[config.mk]
export PLATFORM = sky130hd
export DESIGN_NAME = pass_through_byte_merge
export DESIGN_NICKNAME = d
export VERILOG_FILES = /design/src/rtl/pass_through_byte_merge_pkg.sv /design/src/rtl/pass_through_byte_merge_merge_sync_fifo.sv /design/src/rtl/pass_through_byte_merge.sv
export SDC_FILE = /design/constraint.sdc
export NUM_CORES = 1
export LEC_CHECK = 0
export CORE_ASPECT_RATIO = 0.5
export CORE_UTILIZATION = 61
export CTS_CLUSTER_SIZE = 8
export DETAILED_ROUTE_END_ITERATION = 7
export HOLD_SLACK_MARGIN = 0.06
export PLACE_DENSITY_LB_ADDON = 0.12
export SLEW_MARGIN = 40
export SYNTH_ARGS = -nofsm -noshare
export SYNTH_HDL_FRONTEND = slang
export SYNTH_HIERARCHICAL = 1
export SYNTH_SLANG_ARGS = --single-unit
[constraint.sdc]
create_clock -name clk -period 7.12 [get_ports clk]
set_clock_uncertainty 0.2 [all_clocks]
set_input_delay 2.136 -clock clk [delete_from_list [all_inputs] [get_ports clk]]
set_output_delay 2.136 -clock clk [all_outputs]
set_load 0.05 [all_outputs]
[src/rtl/pass_through_byte_merge_pkg.sv]
// Shared types and constants for the pass-through byte merge block.
// Holds the FSM encoding, default sizing and the full-coverage mask.
package pass_through_byte_merge_pkg;

   localparam int WIDTH_DEF = 8;
   localparam int DEPTH_DEF = 4;
   localparam int CNT_W_DEF = 3;

   localparam logic [WIDTH_DEF-1:0] ALL_ONES = {WIDTH_DEF{1'b1}};

   typedef enum logic {
      ST_EMPTY   = 1'b0,
      ST_PARTIAL = 1'b1
   } merge_state_e;

endpackage : pass_through_byte_merge_pkg

[src/rtl/pass_through_byte_merge_merge_sync_fifo.sv]
// WIDTH x DEPTH synchronous FIFO with a registered head output.
// The head register holds its last value when the FIFO drains empty.
module merge_sync_fifo #(
   parameter int WIDTH = 8,
   parameter int DEPTH = 4,
   parameter int CNT_W = 3
) (
   input  logic             clk,
   input  logic             rst,
   input  logic             push,
   input  logic             pop,
   input  logic [WIDTH-1:0] wdata,
   output logic [WIDTH-1:0] rdata,
   output logic             full,
   output logic             empty,
   output logic [CNT_W-1:0] count
);

   localparam int PTR_W = (DEPTH > 1) ? $clog2(DEPTH) : 1;
   localparam logic [CNT_W-1:0] CNT_FULL = CNT_W'(DEPTH);
   localparam logic [CNT_W-1:0] CNT_ONE  = CNT_W'(1);
   localparam logic [PTR_W-1:0] PTR_ONE  = PTR_W'(1);

   logic [WIDTH-1:0] mem_q [DEPTH];
   logic [WIDTH-1:0] mem_d [DEPTH];
   logic [PTR_W-1:0] wptr_q, wptr_d, rptr_q, rptr_d, rptr_inc_s;
   logic [CNT_W-1:0] count_q, count_d;
   logic [WIDTH-1:0] rdata_q, rdata_d;
   logic             do_push_s, do_pop_s;

   assign full  = (count_q == CNT_FULL);
   assign empty = (count_q == {CNT_W{1'b0}});
   assign count = count_q;
   assign rdata = rdata_q;

   // Next-state for pointers, occupancy, storage and the head register.
   always_comb begin
      do_push_s  = push && !full;
      do_pop_s   = pop && !empty;
      rptr_inc_s = rptr_q + PTR_ONE;
      mem_d      = mem_q;
      if (do_push_s) begin
         mem_d[wptr_q] = wdata;
         wptr_d        = wptr_q + PTR_ONE;
      end else begin
         wptr_d = wptr_q;
      end
      if (do_pop_s) begin
         rptr_d = rptr_inc_s;
      end else begin
         rptr_d = rptr_q;
      end
      case ({do_push_s, do_pop_s})
         2'b10:   count_d = count_q + CNT_ONE;
         2'b01:   count_d = count_q - CNT_ONE;
         default: count_d = count_q;
      endcase
      // The head only changes when a new entry becomes the oldest one.
      if (do_push_s && (empty || (do_pop_s && (count_q == CNT_ONE)))) begin
         rdata_d = wdata;
      end else if (do_pop_s && (count_q > CNT_ONE)) begin
         rdata_d = mem_q[rptr_inc_s];
      end else begin
         rdata_d = rdata_q;
      end
   end

   // FIFO state registers, cleared asynchronously.
   always_ff @(posedge clk or negedge rst) begin
      if (!rst) begin
         for (int i = 0; i < DEPTH; i++) begin
            mem_q[i] <= {WIDTH{1'b0}};
         end
         wptr_q  <= {PTR_W{1'b0}};
         rptr_q  <= {PTR_W{1'b0}};
         count_q <= {CNT_W{1'b0}};
         rdata_q <= {WIDTH{1'b0}};
      end else begin
         mem_q   <= mem_d;
         wptr_q  <= wptr_d;
         rptr_q  <= rptr_d;
         count_q <= count_d;
         rdata_q <= rdata_d;
      end
   end

endmodule : merge_sync_fifo

[src/rtl/pass_through_byte_merge.sv]
// Accumulates lane-masked partial bytes until every bit is covered (or a
// flush arrives) and queues the result in a small output FIFO.
module pass_through_byte_merge
   import pass_through_byte_merge_pkg::*;
#(
   parameter int WIDTH = WIDTH_DEF,
   parameter int DEPTH = DEPTH_DEF,
   parameter int CNT_W = CNT_W_DEF
) (
   input  logic             clk,
   input  logic             rst,
   input  logic [WIDTH-1:0] in_data,
   input  logic [WIDTH-1:0] in_mask,
   input  logic             in_valid,
   output logic             in_ready,
   input  logic             flush,
   output logic [WIDTH-1:0] out_data,
   output logic             out_valid,
   input  logic             out_ready,
   output logic [CNT_W-1:0] count,
   output logic             overlap_err
);

   localparam logic [WIDTH-1:0] FULL_MASK = {WIDTH{1'b1}};
   localparam logic [WIDTH-1:0] NO_BITS   = {WIDTH{1'b0}};

   logic [WIDTH-1:0] acc_q, acc_d, covered_q, covered_d;
   logic             overlap_err_q, overlap_err_d;
   merge_state_e     state_q, state_d;

   logic             fifo_full_s, fifo_empty_s, push_s, pop_s;
   logic             accept_s, complete_s, flush_take_s;
   logic [WIDTH-1:0] beat_mask_s, merged_s, cov_next_s, wdata_s;

   assign in_ready    = !fifo_full_s;
   assign out_valid   = !fifo_empty_s;
   assign pop_s       = out_valid && out_ready;
   assign overlap_err = overlap_err_q;

   // Merge datapath, completion/flush decision and FSM next state.
   always_comb begin
      accept_s      = in_valid && !fifo_full_s;
      beat_mask_s   = accept_s ? in_mask : NO_BITS;
      merged_s      = (acc_q & ~beat_mask_s) | (in_data & beat_mask_s);
      cov_next_s    = covered_q | beat_mask_s;
      complete_s    = accept_s && (cov_next_s == FULL_MASK);
      flush_take_s  = flush && !fifo_full_s && (cov_next_s != NO_BITS);
      push_s        = complete_s || flush_take_s;
      // Uncovered lanes are forced to zero on a flushed byte.
      wdata_s       = merged_s & cov_next_s;
      overlap_err_d = overlap_err_q | (accept_s && ((in_mask & covered_q) != NO_BITS));
      if (push_s) begin
         acc_d     = NO_BITS;
         covered_d = NO_BITS;
         state_d   = ST_EMPTY;
      end else begin
         acc_d     = merged_s;
         covered_d = cov_next_s;
         state_d   = (cov_next_s != NO_BITS) ? ST_PARTIAL : ST_EMPTY;
      end
   end

   // Accumulator, coverage, sticky error and FSM state registers.
   always_ff @(posedge clk or negedge rst) begin
      if (!rst) begin
         acc_q         <= NO_BITS;
         covered_q     <= NO_BITS;
         overlap_err_q <= 1'b0;
         state_q       <= ST_EMPTY;
      end else begin
         acc_q         <= acc_d;
         covered_q     <= covered_d;
         overlap_err_q <= overlap_err_d;
         state_q       <= state_d;
      end
   end

   merge_sync_fifo #(
      .WIDTH (WIDTH),
      .DEPTH (DEPTH),
      .CNT_W (CNT_W)
   ) u_fifo (
      .clk   (clk),
      .rst   (rst),
      .push  (push_s),
      .pop   (pop_s),
      .wdata (wdata_s),
      .rdata (out_data),
      .full  (fifo_full_s),
      .empty (fifo_empty_s),
      .count (count)
   );

endmodule : pass_through_byte_merge

### After elaboration in Yosys (flattened, before gate mapping)

Cells that the tools add are included.

| word-level totals | value |
|---|---|
| memories | 0 |
| memory bits (writable) | 0 |
| input bits | 21 |
| bits in registers | 64 |
| bits in latches | 0 |
| logic and storage cells | 67 |
| memory bits (read-only) | 0 |

| operators by class | value |
|---|---|
| add/sub/neg operators | 4 |
| magnitude comparators | 4 |
| multipliers | 0 |
| bitwise logic cells | 10 |
| divide/modulo/power cells | 0 |
| reductions and logical operators | 21 |
| mux-type cells | 12 |
| eq/ne operators | 5 |
| shifts and indexed selects | 0 |

Operators by type and width:

| cell | number |
|---|---|
| 8-bit 2-to-1 mux | 8 |
| 8-bit bitwise AND | 4 |
| 32-bit bitwise mux | 1 |
| 8-bit binary-select mux with 2-bit select | 1 |
| 8-bit demux with 2-bit select | 1 |
| 8-bit OR | 2 |
| 8-bit nonzero test | 2 |
| 1-bit logical AND | 12 |
| 8-bit equality test (second input constant) | 1 |
| 8-bit inverter | 1 |
| 3-bit greater-or-equal comparator (second input constant) | 2 |
| 2-bit inverter with 3-bit output | 2 |
| 3-bit case mux with 2 select lines | 1 |
| 2-bit by 1-bit adder with 2-bit output (second input constant) | 2 |
| 2-bit nonzero test | 2 |
| 3-bit by 1-bit adder with 3-bit output (second input constant) | 1 |
| 3-bit by 1-bit equality test with 1-bit output (second input constant) | 1 |
| 3-bit equality test (second input constant) | 1 |
| 3-bit by 1-bit greater-than comparator with 1-bit output (second input constant) | 1 |
| 3-bit logical NOT | 1 |
| 3-bit by 1-bit less-than comparator with 1-bit output (second input constant) | 1 |
| 3-bit by 1-bit subtractor with 3-bit output (second input constant) | 1 |
| 2-bit by 1-bit equality test with 1-bit output (second input constant) | 1 |
| 2-bit equality test (second input constant) | 1 |
| 3 further kinds | 5 |

### Logic depth before layout (Yosys ltp)

| logic depth | value |
|---|---|
| depth in word-level cells | 11 |
| depth in mapped cells | 15 |
| depth with buffers taken out | 13 |

### Cells and area by module

Netlist, hierarchy kept.

Modules (own cells, without submodules):

| module | sequential area each (sq um) | area each (sq um) | cells each | instances |
|---|---|---|---|---|
| merge_sync_fifo | 1176.1 | 2433.6 | 167 | 1 |
| pass_through_byte_merge | 425.4 | 1026.0 | 95 | 1 |

### Worst setup path after synthesis

No wires, ideal clock.

| timing path | value |
|---|---|
| path type | input port to flip-flop |
| from | input port in_mask[1] |
| to | register u_fifo.count_q[2] (netlist: u_fifo/count[2]) |
| path slack | 2542 ps |
| data required time | 6794 ps |
| stages on the path | 11 |
| arrival time | 4252 ps |
| cells stage by stage | or4_4 > o31ai_4 > a41oi_4 > or2_2 > nor2b_4 > buf_12 > inv_1 > ha_1 > mux2i_1 > nor2_1 > xnor2_1 |

| on the way | value |
|---|---|
| longest elaborated chain between the ends | 8 |
| elaborated cells on any way between the ends | 12 |
| classes of those cells | 3 x eq/ne; 2 x mux; 1 x bitwise; 6 x reduce/logical |

RTL lines:

| item | RTL line | RTL |
|---|---|---|
| start: declaration | pass_through_byte_merge.sv:13 | `input logic [WIDTH-1:0] in_mask,` |
| 8-bit 2-to-1 mux (*) | pass_through_byte_merge.sv:43 | `beat_mask_s = accept_s ? in_mask : NO_BITS;` |
| 8-bit OR (*) | pass_through_byte_merge.sv:45 | `cov_next_s = covered_q \| beat_mask_s;` |
| 8-bit equality test / 8-bit nonzero test (equally long branches) | -- |  |
| 1-bit logical AND (on tied branches) | pass_through_byte_merge.sv:46, pass_through_byte_merge.sv:47 |  |
| 1-bit logical OR (*) | pass_through_byte_merge.sv:48 | `push_s = complete_s \|\| flush_take_s;` |
| named net push_s | pass_through_byte_merge.sv:31 | `logic fifo_full_s, fifo_empty_s, push_s, pop_s;` |
| 1-bit logical AND (*) | pass_through_byte_merge_merge_sync_fifo.sv:38 | `do_push_s = push && !full;` |
| 2-bit by 1-bit equality test with 1-bit output / 2-bit equality test (equally long branches) | pass_through_byte_merge_merge_sync_fifo.sv:53 | `case ({do_push_s, do_pop_s})` |
| 3-bit case mux with 2 select lines / 2-bit nonzero test (equally long branches) | -- |  |
| end signal: assignment | pass_through_byte_merge_merge_sync_fifo.sv:76 | `count_q <= {CNT_W{1'b0}};` |
| end signal: assignment | pass_through_byte_merge_merge_sync_fifo.sv:82 | `count_q <= count_d;` |
| end: declaration | pass_through_byte_merge_merge_sync_fifo.sv:27 | `logic [CNT_W-1:0] count_q, count_d;` |

Mark *: on every way through the listed nets, which the timed path passes. The rest lies on a longest branch.
A chain may end at the register's enable or synchronous reset.

### Worst setup path after layout

| timing path | value |
|---|---|
| from | input port in_valid |
| to | register u_fifo.count_q[2] (netlist: u_fifo/count[2]) |

| on the way | value |
|---|---|
| longest elaborated chain between the ends | 9 |
| elaborated cells on any way between the ends | 13 |
| classes of those cells | 3 x eq/ne; 2 x mux; 1 x bitwise; 7 x reduce/logical |

RTL lines:

| item | RTL line | RTL |
|---|---|---|
| start: declaration | pass_through_byte_merge.sv:14 | `input logic in_valid,` |
| 1-bit logical AND (*) | pass_through_byte_merge.sv:42 | `accept_s = in_valid && !fifo_full_s;` |
| 8-bit 2-to-1 mux | pass_through_byte_merge.sv:43 |  |
| 8-bit OR | pass_through_byte_merge.sv:45 |  |
| 8-bit equality test / 8-bit nonzero test (equally long branches) | -- |  |
| 1-bit logical AND (on tied branches) | pass_through_byte_merge.sv:46, pass_through_byte_merge.sv:47 |  |
| 1-bit logical OR (*) | pass_through_byte_merge.sv:48 |  |
| named net push_s | pass_through_byte_merge.sv:31 |  |
| 1-bit logical AND (*) | pass_through_byte_merge_merge_sync_fifo.sv:38 |  |
| 2-bit by 1-bit equality test with 1-bit output / 2-bit equality test (equally long branches) | pass_through_byte_merge_merge_sync_fifo.sv:53 |  |
| 3-bit case mux with 2 select lines / 2-bit nonzero test (equally long branches) | -- |  |

Marks and branches as above.

==> flow_summary.toml <==
[outcome]
status = "completed"

[pwr]
switching_share_pct = 38.66
seqPwrFrac_pct = 33.0
pwr_density_cell_mw_per_mm2 = 444.4
ir_drop_mv = 0.3114
power_leakage_nw = 1.868
pwr-share-comb_pct = 42.7
p_int_mw = 1.128
p_clk_share_pct = 24.3
p_sw_mw = 0.7108

[clock_network]
cts_tree = "yes"
cts_hold_repair.buffers = 0
cts_buffer_depth = 2
cts_resized = 0
htreeDepth = 3
path_clk_slew_ns = 0.06
postCtsSetupBuffers = 0
worst_skew_pair.late_latency_ns = 0.33
cts_inserted_buffers = 9
cts-root-buf = "clkbuf_16"
clock-sinks = 64

[synthesis]
synth_top_area_share_pct = 46.29
synthFlopType = "dfrtp_1"
ys_seq_area_share_pct = 46.29
synth_nets = 292
synth_edf_count = 0
syn_inst = 262
synth_area_sq_mm = 0.003460
syn_avg_cell_area_sq_um = 13.20
ys_warn_count = 6
synth_commonest_cells = "64 x dfrtp_1, 32 x mux2_4, 20 x nand2_1, 11 x inv_1"
yosys.area.top_type = "dfrtp_1"
synthArstFlopShare_pct = 100.0
synth_area_leaders = "dfrtp_1 46%, mux2_4 14%, mux4_2 5.2%"
synth.most_common_cell = "dfrtp_1"
synth-seq-cells = 64
post_synth_num_cell_types = 44

[hold_path]
min_from = "overlap_err"
hold_class = "register to register"
whs_endpoint = "overlap_err"
min_delay_path_depth = 1

[critical_path]
worst-path-max-fanout = 17
rrSetupSlack_ns = 2.90
rr_startpoint = "u_fifo/count[0]"
crit_type = "input port to register"
arrival_ns = 5.54
timing.rr.end = "u_fifo/count[2]"
cp.required_ns = 7.13
crit_path_start_kind = "input port"
worstSetupEndpointType = "register"
rr_worst_depth = 13

[sta]
finalMaxSlewViolations = 0
timing.slew.headroom_pct = 45.57
worst_slack_ns = 1.584
setup_tns_ns = 0
clock.fmax_mhz = 180.6
fin_crit_sh_pct = 77.76
setup_viol = 0
fin_crit_ns = 5.536
rsz0062_at_grt = "false"
worst_pin_slew_ns = 0.8147
hold_violations = 0

[cells_and_area]
nNetsFinal = 329
antenna_cells = 0
design_area_sq_mm = 0.004136
drive_gt1_share_pct = 27.63
syn2layout_area_growth_pct = 19.57
final_util_pct = 79.86

[job]
maxCapViolCount = 0

[placed_design]
dpl.hpwl_mm = 5.041
pre_cts_slack_ns = 1.014
gp_congestion = 0.8692
io_buffers = 34
placed_area_sq_mm = 0.003822

[routing]
first_pass_iters = 5
drt_wl_total_mm = 7.859
drt_iter0_drc = 134
drcViolationCount = 0
wl_per_cell_um = 21.01
antenna_left = 0
num_vias = 2365
viasPerCell = 6.324

[floorplan]
initial_core_util_pct = 66.79
die_y_um = 55.25
die_area_sq_mm = 0.005995
io_pins = 35
rows = 18
die_x_um = 108.5
core_sq_mm = 0.005180

[global_route]
grt_max_degree = 65
grt-ovfl-total = 0
grt_pass1_vias = 2437
antenna_found_initial = 0
grt_first_pass_wirelength_mm = 12.79
grt_use_total_pct = 28.93
cell families (layout without fill, tap and decap cells):
family          after synthesis  count (layout)  share of synthesized area, %
compound gates               46              46                         11.03
xor+xnor                      6               6                         1.519
fa+ha+maj                     9               9                         3.255
buf+inv                      22              64                         3.581
flops                        64              64                         46.29
mux                          43              43                         19.96
simple gates                 72              72                         14.36
power by group through the flow:
stage	registers (mW)	clock network, mW	logic [mW]
floorplan	0.623	0	0.577
global placement	0.597	0	0.747
detailed placement	0.603	0	0.768
CTS	0.605	0.449	0.780
global route	0.624	0.469	0.836
finish	0.607	0.446	0.785
layout make-up:
cell class              instances  area [sq um]
well taps                      70         87.58
flip-flops and latches         64          1602
repair buffers                 37         361.6
clock buffers                  11         252.7
multi-input cells             176          1737
inverters                      11         41.29
fillers                       303          1044
clock inverters                 5         55.05
sequential cells by signal, indices dropped and copies added (netlist names):
| register | count |
|---|---|
| u_fifo/mem_q | 32 |
| acc_q | 8 |
| covered_q | 8 |
| u_fifo/rdata | 8 |
| u_fifo/count | 3 |
| u_fifo/rptr_q | 2 |
| u_fifo/wptr_q | 2 |
| overlap_err | 1 |
critical path, stage by stage:
cell and delay, ns:
clkdlybuf4s50_1 0.51, nor2b_2 0.51, a21oi_1 0.26, a41oi_4 0.60
or2_2 0.25, nor2b_4 0.52, inv_1 0.13, ha_1 0.27
mux2i_1 0.15, nor2_1 0.07, xnor2_1 0.12
placed cells by master (no fill, tap or decap), drive strengths merged, types with 4 or more instances in the layout:
cell and instances:
inv 11, a31oi 6, clkdlybuf4s50 33, clkbuf 11, a21oi 7, nand2 24
o211ai 8, a22oi 4, nor2 4, a21boi 5, a32o 6, dfrtp 64
nor3 16, nor2b 5, xnor2 5, buf 4, nand3 9, ha 9
mux2 32, mux4 8
worst max-delay path by stage:
stage	slack, ns	startpoint	end	cells after the start
floorplan	2.54	in_mask[1]	u_fifo/count[2]	11
global placement	1.18	in_valid	u_fifo/count[2]	11
detailed placement	1.01	in_valid	u_fifo/count[2]	11
CTS	1.27	in_valid	u_fifo/count[2]	11
global route	1.42	in_valid	u_fifo/count[2]	11
finish	1.58	in_valid	u_fifo/count[2]	11
layer usage:
metal / wire length (um) / GRT usage (%)
met1: 3459 / 40.90
met2: 3515 / 41.95
met3: 825 / 10.74
met4: 59 / 7.915
met5: 0 / 0
per-stage QoR:
step / hold slack (ns) / total power [mW] / instances
global placement: 0.2459 / 1.344 / 358
global route: 0.2811 / 1.929 / 374
finish: 0.2678 / 1.838 / 374
CTS: 0.2716 / 1.834 / 374
detailed placement: 0.2482 / 1.371 / 358
floorplan: 0.2759 / 1.201 / 262
Power figures use the tool's default switching activity.
